`config.mk`:
```
export PLATFORM = sky130hd
export DESIGN_NAME = panda_mem_stage
export DESIGN_NICKNAME = d
export VERILOG_FILES = /design/src/rtl/panda_pkg.sv /design/src/rtl/panda_mem_stage.sv
export SDC_FILE = /design/constraint.sdc
export NUM_CORES = 1
export LEC_CHECK = 0
export ABC_CLOCK_PERIOD_IN_PS = 3400
export BUFFER_PORTS_ARGS = -buffer_cell sky130_fd_sc_hd__buf_4
export CORE_MARGIN = 2
export CORE_UTILIZATION = 52
export DETAILED_ROUTE_END_ITERATION = 8
export HOLD_SLACK_MARGIN = 0.06
export PLACE_DENSITY_LB_ADDON = 0.1
export SLEW_MARGIN = 20
export SYNTH_ARGS = -nofsm -noshare
export SYNTH_HDL_FRONTEND = slang
export SYNTH_SLANG_ARGS = --single-unit
```
`constraint.sdc`:
```
create_clock -name clk_i -period 3.4 [get_ports clk_i]
set_input_delay 0.17 -clock clk_i [delete_from_list [all_inputs] [get_ports clk_i]]
set_output_delay 0.17 -clock clk_i [all_outputs]
set_load 0.01 [all_outputs]
```
`src/rtl/panda_pkg.sv`:
```
// rtl/panda_pkg.sv - Pipeline record types shared between the panda core stages.
package panda_pkg;

    typedef enum logic [1:0] {
        RD_DATA_ALU    = 2'd0,
        RD_DATA_PC_INC = 2'd1,
        RD_DATA_IMM    = 2'd2,
        RD_DATA_LOAD   = 2'd3
    } rd_data_sel_e;

    typedef enum logic [1:0] {
        LSU_BYTE = 2'd0,
        LSU_HALF = 2'd1,
        LSU_WORD = 2'd2
    } lsu_width_e;

    typedef struct packed {
        logic [31:0]  alu_result;
        logic [31:0]  pc_inc;
        rd_data_sel_e rd_data_sel;
        logic [4:0]   rd_addr;
        logic         rd_we;
        logic         lsu_store;
        lsu_width_e   lsu_width;
        logic         lsu_load_unsigned;
        logic [31:0]  imm;
        logic [31:0]  rs2_data;
        logic [4:0]   rs2_addr;
    } ex_mem_t;

    typedef struct packed {
        logic [4:0]  rd_addr;
        logic        rd_we;
        logic [31:0] rd_data;
    } mem_wb_t;

endpackage

```
`src/rtl/panda_mem_stage.sv`:
```
// rtl/panda_mem_stage.sv - MEM stage: load/store over a req/gnt/rvalid data port, MEM/WB register.
// Define PANDA_MISALIGN_TRAP_EN to trap misaligned half/word accesses instead of issuing them.
module panda_mem_stage
    import panda_pkg::*;
(
    input  logic        clk_i,
    input  logic        rst_i,
    input  ex_mem_t     ex_mem_i,
    output mem_wb_t     mem_wb_o,
    output logic        stall_o,
    output logic        data_req_o,
    input  logic        data_gnt_i,
    output logic [31:0] data_addr_o,
    output logic        data_we_o,
    output logic [3:0]  data_be_o,
    output logic [31:0] data_wdata_o,
    input  logic        data_rvalid_i,
    input  logic [31:0] data_rdata_i,
    output logic        misaligned_o
);

    typedef enum logic [1:0] {IDLE, WAIT_GNT, WAIT_RVALID} state_e;

    state_e      state_q, state_d;
    logic        is_load, is_store, mem_op, misalign, issue, fwd;
    logic [1:0]  off;
    logic [3:0]  be_c, be_q;
    logic [31:0] store_src, wdata_c, wdata_q, addr_c, addr_q;
    logic [31:0] lane, load_data, alu_data;
    logic        we_q, load_q, unsigned_q;
    lsu_width_e  width_q;
    logic [1:0]  off_q;
    mem_wb_t     wb_d;

    assign is_load  = (ex_mem_i.rd_data_sel == RD_DATA_LOAD);
    assign is_store = ex_mem_i.lsu_store;
    assign mem_op   = is_load || is_store;
    assign off      = ex_mem_i.alu_result[1:0];
    assign addr_c   = {ex_mem_i.alu_result[31:2], 2'b00};

`ifdef PANDA_MISALIGN_TRAP_EN
    logic misaligned_q;
    assign misalign = mem_op &&
        (((ex_mem_i.lsu_width == LSU_HALF) && off[0]) ||
         ((ex_mem_i.lsu_width != LSU_BYTE) && (ex_mem_i.lsu_width != LSU_HALF) && (off != 2'b00)));
    assign misaligned_o = misaligned_q;
`else
    assign misalign     = 1'b0;
    assign misaligned_o = 1'b0;
`endif

    assign issue = mem_op && !misalign;

    // Forward the instruction that just wrote back, which the regfile read in EX could not see.
    assign fwd       = mem_wb_o.rd_we && (mem_wb_o.rd_addr == ex_mem_i.rs2_addr) && (ex_mem_i.rs2_addr != 5'd0);
    assign store_src = fwd ? mem_wb_o.rd_data : ex_mem_i.rs2_data;

    always_comb begin
        be_c    = 4'b1111;
        wdata_c = store_src;
        case (ex_mem_i.lsu_width)
            LSU_BYTE: begin
                be_c    = 4'b0001 << off;
                wdata_c = {4{store_src[7:0]}};
            end
            LSU_HALF: begin
                be_c    = 4'b0011 << off;
                wdata_c = {2{store_src[15:0]}};
            end
            default: ;
        endcase
    end

    assign lane = data_rdata_i >> {off_q, 3'b000};

    always_comb begin
        load_data = data_rdata_i;
        case (width_q)
            LSU_BYTE: load_data = unsigned_q ? {24'b0, lane[7:0]} : {{24{lane[7]}}, lane[7:0]};
            LSU_HALF: load_data = unsigned_q ? {16'b0, lane[15:0]} : {{16{lane[15]}}, lane[15:0]};
            default:  ;
        endcase
    end

    always_comb begin
        case (ex_mem_i.rd_data_sel)
            RD_DATA_PC_INC: alu_data = ex_mem_i.pc_inc;
            RD_DATA_IMM:    alu_data = ex_mem_i.imm;
            default:        alu_data = ex_mem_i.alu_result;
        endcase
    end

    always_comb begin
        state_d    = state_q;
        stall_o    = 1'b0;
        data_req_o = 1'b0;
        case (state_q)
            IDLE: begin
                if (issue) begin
                    data_req_o = 1'b1;
                    stall_o    = 1'b1;
                    state_d    = data_gnt_i ? WAIT_RVALID : WAIT_GNT;
                end
            end
            WAIT_GNT: begin
                data_req_o = 1'b1;
                stall_o    = 1'b1;
                if (data_gnt_i) state_d = WAIT_RVALID;
            end
            WAIT_RVALID: begin
                if (data_rvalid_i) state_d = IDLE;
                else               stall_o = 1'b1;
            end
            default: state_d = IDLE;
        endcase
    end

    // The request is driven live in IDLE and from the latched copy afterwards, so a writeback
    // bubble changing the forwarding source cannot disturb an outstanding request.
    assign data_addr_o  = (state_q == IDLE) ? addr_c   : addr_q;
    assign data_be_o    = (state_q == IDLE) ? be_c     : be_q;
    assign data_wdata_o = (state_q == IDLE) ? wdata_c  : wdata_q;
    assign data_we_o    = (state_q == IDLE) ? is_store : we_q;

    always_comb begin
        wb_d = '0;
        if (!stall_o) begin
            if (state_q == IDLE && !misalign) begin
                wb_d.rd_addr = ex_mem_i.rd_addr;
                wb_d.rd_we   = ex_mem_i.rd_we;
                wb_d.rd_data = alu_data;
            end else if (state_q == WAIT_RVALID) begin
                wb_d.rd_addr = ex_mem_i.rd_addr;
                wb_d.rd_we   = load_q && ex_mem_i.rd_we;
                wb_d.rd_data = load_q ? load_data : 32'd0;
            end
        end
    end

    always_ff @(posedge clk_i) begin
        if (rst_i) begin
            state_q    <= IDLE;
            mem_wb_o   <= '0;
            addr_q     <= '0;
            be_q       <= '0;
            wdata_q    <= '0;
            we_q       <= 1'b0;
            load_q     <= 1'b0;
            unsigned_q <= 1'b0;
            width_q    <= LSU_BYTE;
            off_q      <= 2'b00;
        end else begin
            state_q  <= state_d;
            mem_wb_o <= wb_d;
            if (state_q == IDLE && issue) begin
                addr_q     <= addr_c;
                be_q       <= be_c;
                wdata_q    <= wdata_c;
                we_q       <= is_store;
                load_q     <= is_load && !is_store;
                unsigned_q <= ex_mem_i.lsu_load_unsigned;
                width_q    <= ex_mem_i.lsu_width;
                off_q      <= off;
            end
        end
    end

`ifdef PANDA_MISALIGN_TRAP_EN
    always_ff @(posedge clk_i) begin
        if (rst_i) misaligned_q <= 1'b0;
        else       misaligned_q <= (state_q == IDLE) && misalign;
    end
`endif

endmodule

```
==> out/metrics.sh <==
WORST_SETUP_HOLD_PATH_CLK_SLEW_NS=0.06
MOST_COMMON_LIBRARY_CELL_IN_THE_LAYOUT_IGNORING_FILL_AND_TAPS='sky130_fd_sc_hd__buf_4'
SYNTH_FLOP_CELL='sky130_fd_sc_hd__dfxtp_1'
FINAL_ANTENNA_NET_COUNT=0
DETAILEDROUTE.FIRSTITERATIONVIOLATIONS=1129
ASYNC_RESET_FF_FRAC=0
GRT.TOTAL_USAGE=0.378
CLOCK_TREE.BUFFER_DEPTH=2
FINAL_LAYOUT_SIZE_SUFFIX_GT1_FRAC=0.287
GP_CONGESTION=0.927
YOSYSWARNINGCOUNT=0
CTS_TREE='built'
CRITICAL_PATH.MAX_FANOUT=39
POWER.STATIC_LEAKAGE_nW=4.44
SYN_AVG_CELL_AREA_UM2=7.22
GRT_OVERFLOW=0
POSTSYNTHCELLCOUNT=945
GRT_ANTENNA_BEFORE_REPAIR=0
IO_BUFFERS=287
IR_DROP_V=0.000397
IO-PIN-COUNT=291
DIE_WIDTH_UM=119
CELLPOWERDENSITY_nW_PER_UM2=482
INITIAL_UTILIZATION=0.536
TIMING.CRITICAL_PATH.ARRIVAL_NS=2.79
CTS.ROOT.BUFFER_CELL='sky130_fd_sc_hd__clkbuf_16'
OUTCOME='finished clean'
TIMING.SETUP.TNS_NS=0
CP-END-KIND='output port'
VIA_COUNT_OF_THE_FIRST_GLOBAL_ROUTING_PASS=7687
WORST-SETUP-PATH-TYPE='reg -> out'
SETUP.WORST_PATH.START_CLASS='flop'
SYNTH_EDF_COUNT=0
PLACEMENTROWS=41
LAYOUT-AREA-OVERHEAD-VS-SYNTH_PCT=48.4
NUMCTSBUFFERS=17
MAXCLOCKFREQUENCY_MHz=338
GRT_PASS1_WL_UM=41700
MAPPEDNETLISTAREA_UM2=6820
FINALCLOCKSKEW_NS=0.00612
FIN_CRIT_NS=2.96
FINAL-MAX-SLEW-VIOLATION-COUNT=0
PLACE_HPWL_UM=18600
POSTCTSSETUPREPAIRBUFS=0
INSERTEDDIODECOUNT=0
DIEHEIGHT_UM=119
VIAS=8321
POSTLAYOUTCOREUTIL=0.796
HOLD_CRIT_PATH_TYPE='in -> reg'
NETLIST-CELL-TYPE-COUNT=41
POST_DRT_WL_PER_CELL_UM=19.3
SETUP_REPAIR_AFTER_GLOBAL_ROUTING_MISSED_ITS_MARGIN='no'
MOSTFREQUENTLAYOUTCELLS='sky130_fd_sc_hd__buf_4 (299), sky130_fd_sc_hd__nand2_1 (288), sky130_fd_sc_hd__dfxtp_1 (113)'
WORST-SLEW-PIN-TRANSITION_NS=1.00
TIMING_HOLD_VIOLATIONS_FINAL=0
FIRST_PASS_ITERS=5
DETAIL_ROUTE.DRC_VIOLATIONS=0
POSTSYNTHREGISTERBITS=113
YOSYSSEQAREASHARE=0.332
GRT_START_MAX_NET_PINS=90
WORST-ENDPOINT-REQUIRED_NS=3.23
DETAIL_ROUTE.VIAS_PER_CELL=5.90
DRV.MAX_CAP_VIOLATION_COUNT=0
FINAL_WORST_PATH_PERIOD_SHARE=0.869
SINKS_ON_THE_CLOCK_NET=113
POST_CTS_RESIZE_COUNT=0
WORST_SKEW_PAIR.LATE_LATENCY_NS=0.42
POWER_mW=4.88
HTREEDEPTH=4
CORE_AREA_UM2=12700
FIN_NETS=1410
SETUP-VIOLATIONS-FINAL=0
DIE_AREA_UM2=14100
ROUTED_WL_UM=27300
MAX_SLEW_MARGIN=0.332
state kept, by name, indices dropped and copies added (netlist names):
name / count
we_q: 1
width_q: 2
mem_wb_o: 38
state_q: 2
addr_q: 30
wdata_q: 32
off_q: 2
load_q: 1
unsigned_q: 1
be_q: 4
power by group:
| part | internal (mW) | switching (mW) |
|---|---|---|
| Sequential | 1.42 | 0.0787 |
| Combinational | 0.573 | 0.676 |
| Clock | 1.45 | 0.673 |
cells by family after synthesis:
logic type | after synthesis | share of synthesized area
other cells | 1 | 0.000550
mux | 77 | 0.134
flops | 113 | 0.332
buf+inv | 88 | 0.0537
simple gates | 394 | 0.232
xor+xnor | 4 | 0.00513
fa+ha+maj | 3 | 0.00550
compound gates | 265 | 0.238
timing repair:
action | 4_1_cts | 5_1_grt
endpoints found under the setup margin | 0 | 0
hold endpoints to repair | 45 | 0
hold buffers | 44 | 0
worst max-delay path, cell delays in order (launching register included):
cell	delay, ns
sky130_fd_sc_hd__dfxtp_1	0.38
sky130_fd_sc_hd__xnor2_1	0.14
sky130_fd_sc_hd__nand2_1	0.11
sky130_fd_sc_hd__a211oi_4	0.20
sky130_fd_sc_hd__buf_4	0.56
sky130_fd_sc_hd__mux2_1	0.39
sky130_fd_sc_hd__a2bb2oi_1	0.20
sky130_fd_sc_hd__a31oi_1	0.14
sky130_fd_sc_hd__buf_4	0.21
cell usage after synthesis, drive strengths merged (6+ instances only):
cell	instances	area share
mux2	18	0.031
a22oi	39	0.043
a2bb2oi	14	0.018
mux4	9	0.030
a211oi	16	0.019
o221ai	7	0.0090
buf	23	0.018
mux2i	50	0.073
nand2	288	0.16
nand2b	12	0.011
a21oi	83	0.061
o21ai	81	0.059
dfxtp	113	0.33
clkbuf	61	0.034
a22o	6	0.0077
a31oi	8	0.0073
a311oi	8	0.010
nor2b	12	0.011
nor2	66	0.037
and2	6	0.0055
metal layers:
layer	part of all wire	wire length [µm]	up-vias	global-route usage
met1	0.38	10400	3832	0.469
met2	0.47	13000	561	0.620
met4	0.049	1350	0	0.183
li1	-	-	3832	-
met5	0	0	-	0
met3	0.095	2600	96	0.0840
final cells by class:
type | count | area [µm²]
multi-input combinational | 746 | 4240
timing repair buffer | 344 | 2710
fill | 926 | 2600
sequential | 113 | 2260
clock buffer | 19 | 433
clock inverter | 13 | 258
tap | 172 | 215
inverter | 4 | 15.0
worst paths after layout:
kind	startpoint	end	slack [ns]	depth (start not counted)
setup / recovery	mem_wb_o[35]$_SDFF_PP0_	data_wdata_o[26]	0.44	8
hold / removal	data_rdata_i[27]	mem_wb_o[27]$_SDFF_PP0_	0.06	3
setup reg to reg	off_q[0]$_SDFFE_PP0P_	mem_wb_o[21]$_SDFF_PP0_	0.87	6
hold reg to reg	addr_q[9]$_SDFFE_PP0P_	addr_q[9]$_SDFFE_PP0P_	0.45	2
stage by stage:
step	worst slack [ns]	cells	hold slack, ns	instance area, µm²
floorplan	1.44	947	0.249	6830
global placement	0.979	1335	0.352	8990
detailed placement	0.966	1335	0.349	8990
CTS	0.515	1411	0.0607	10100
global route	0.295	1411	0.0684	10100
finish	0.444	1411	0.0644	10100
No activity file was read; power rests on OpenSTA's default activity.
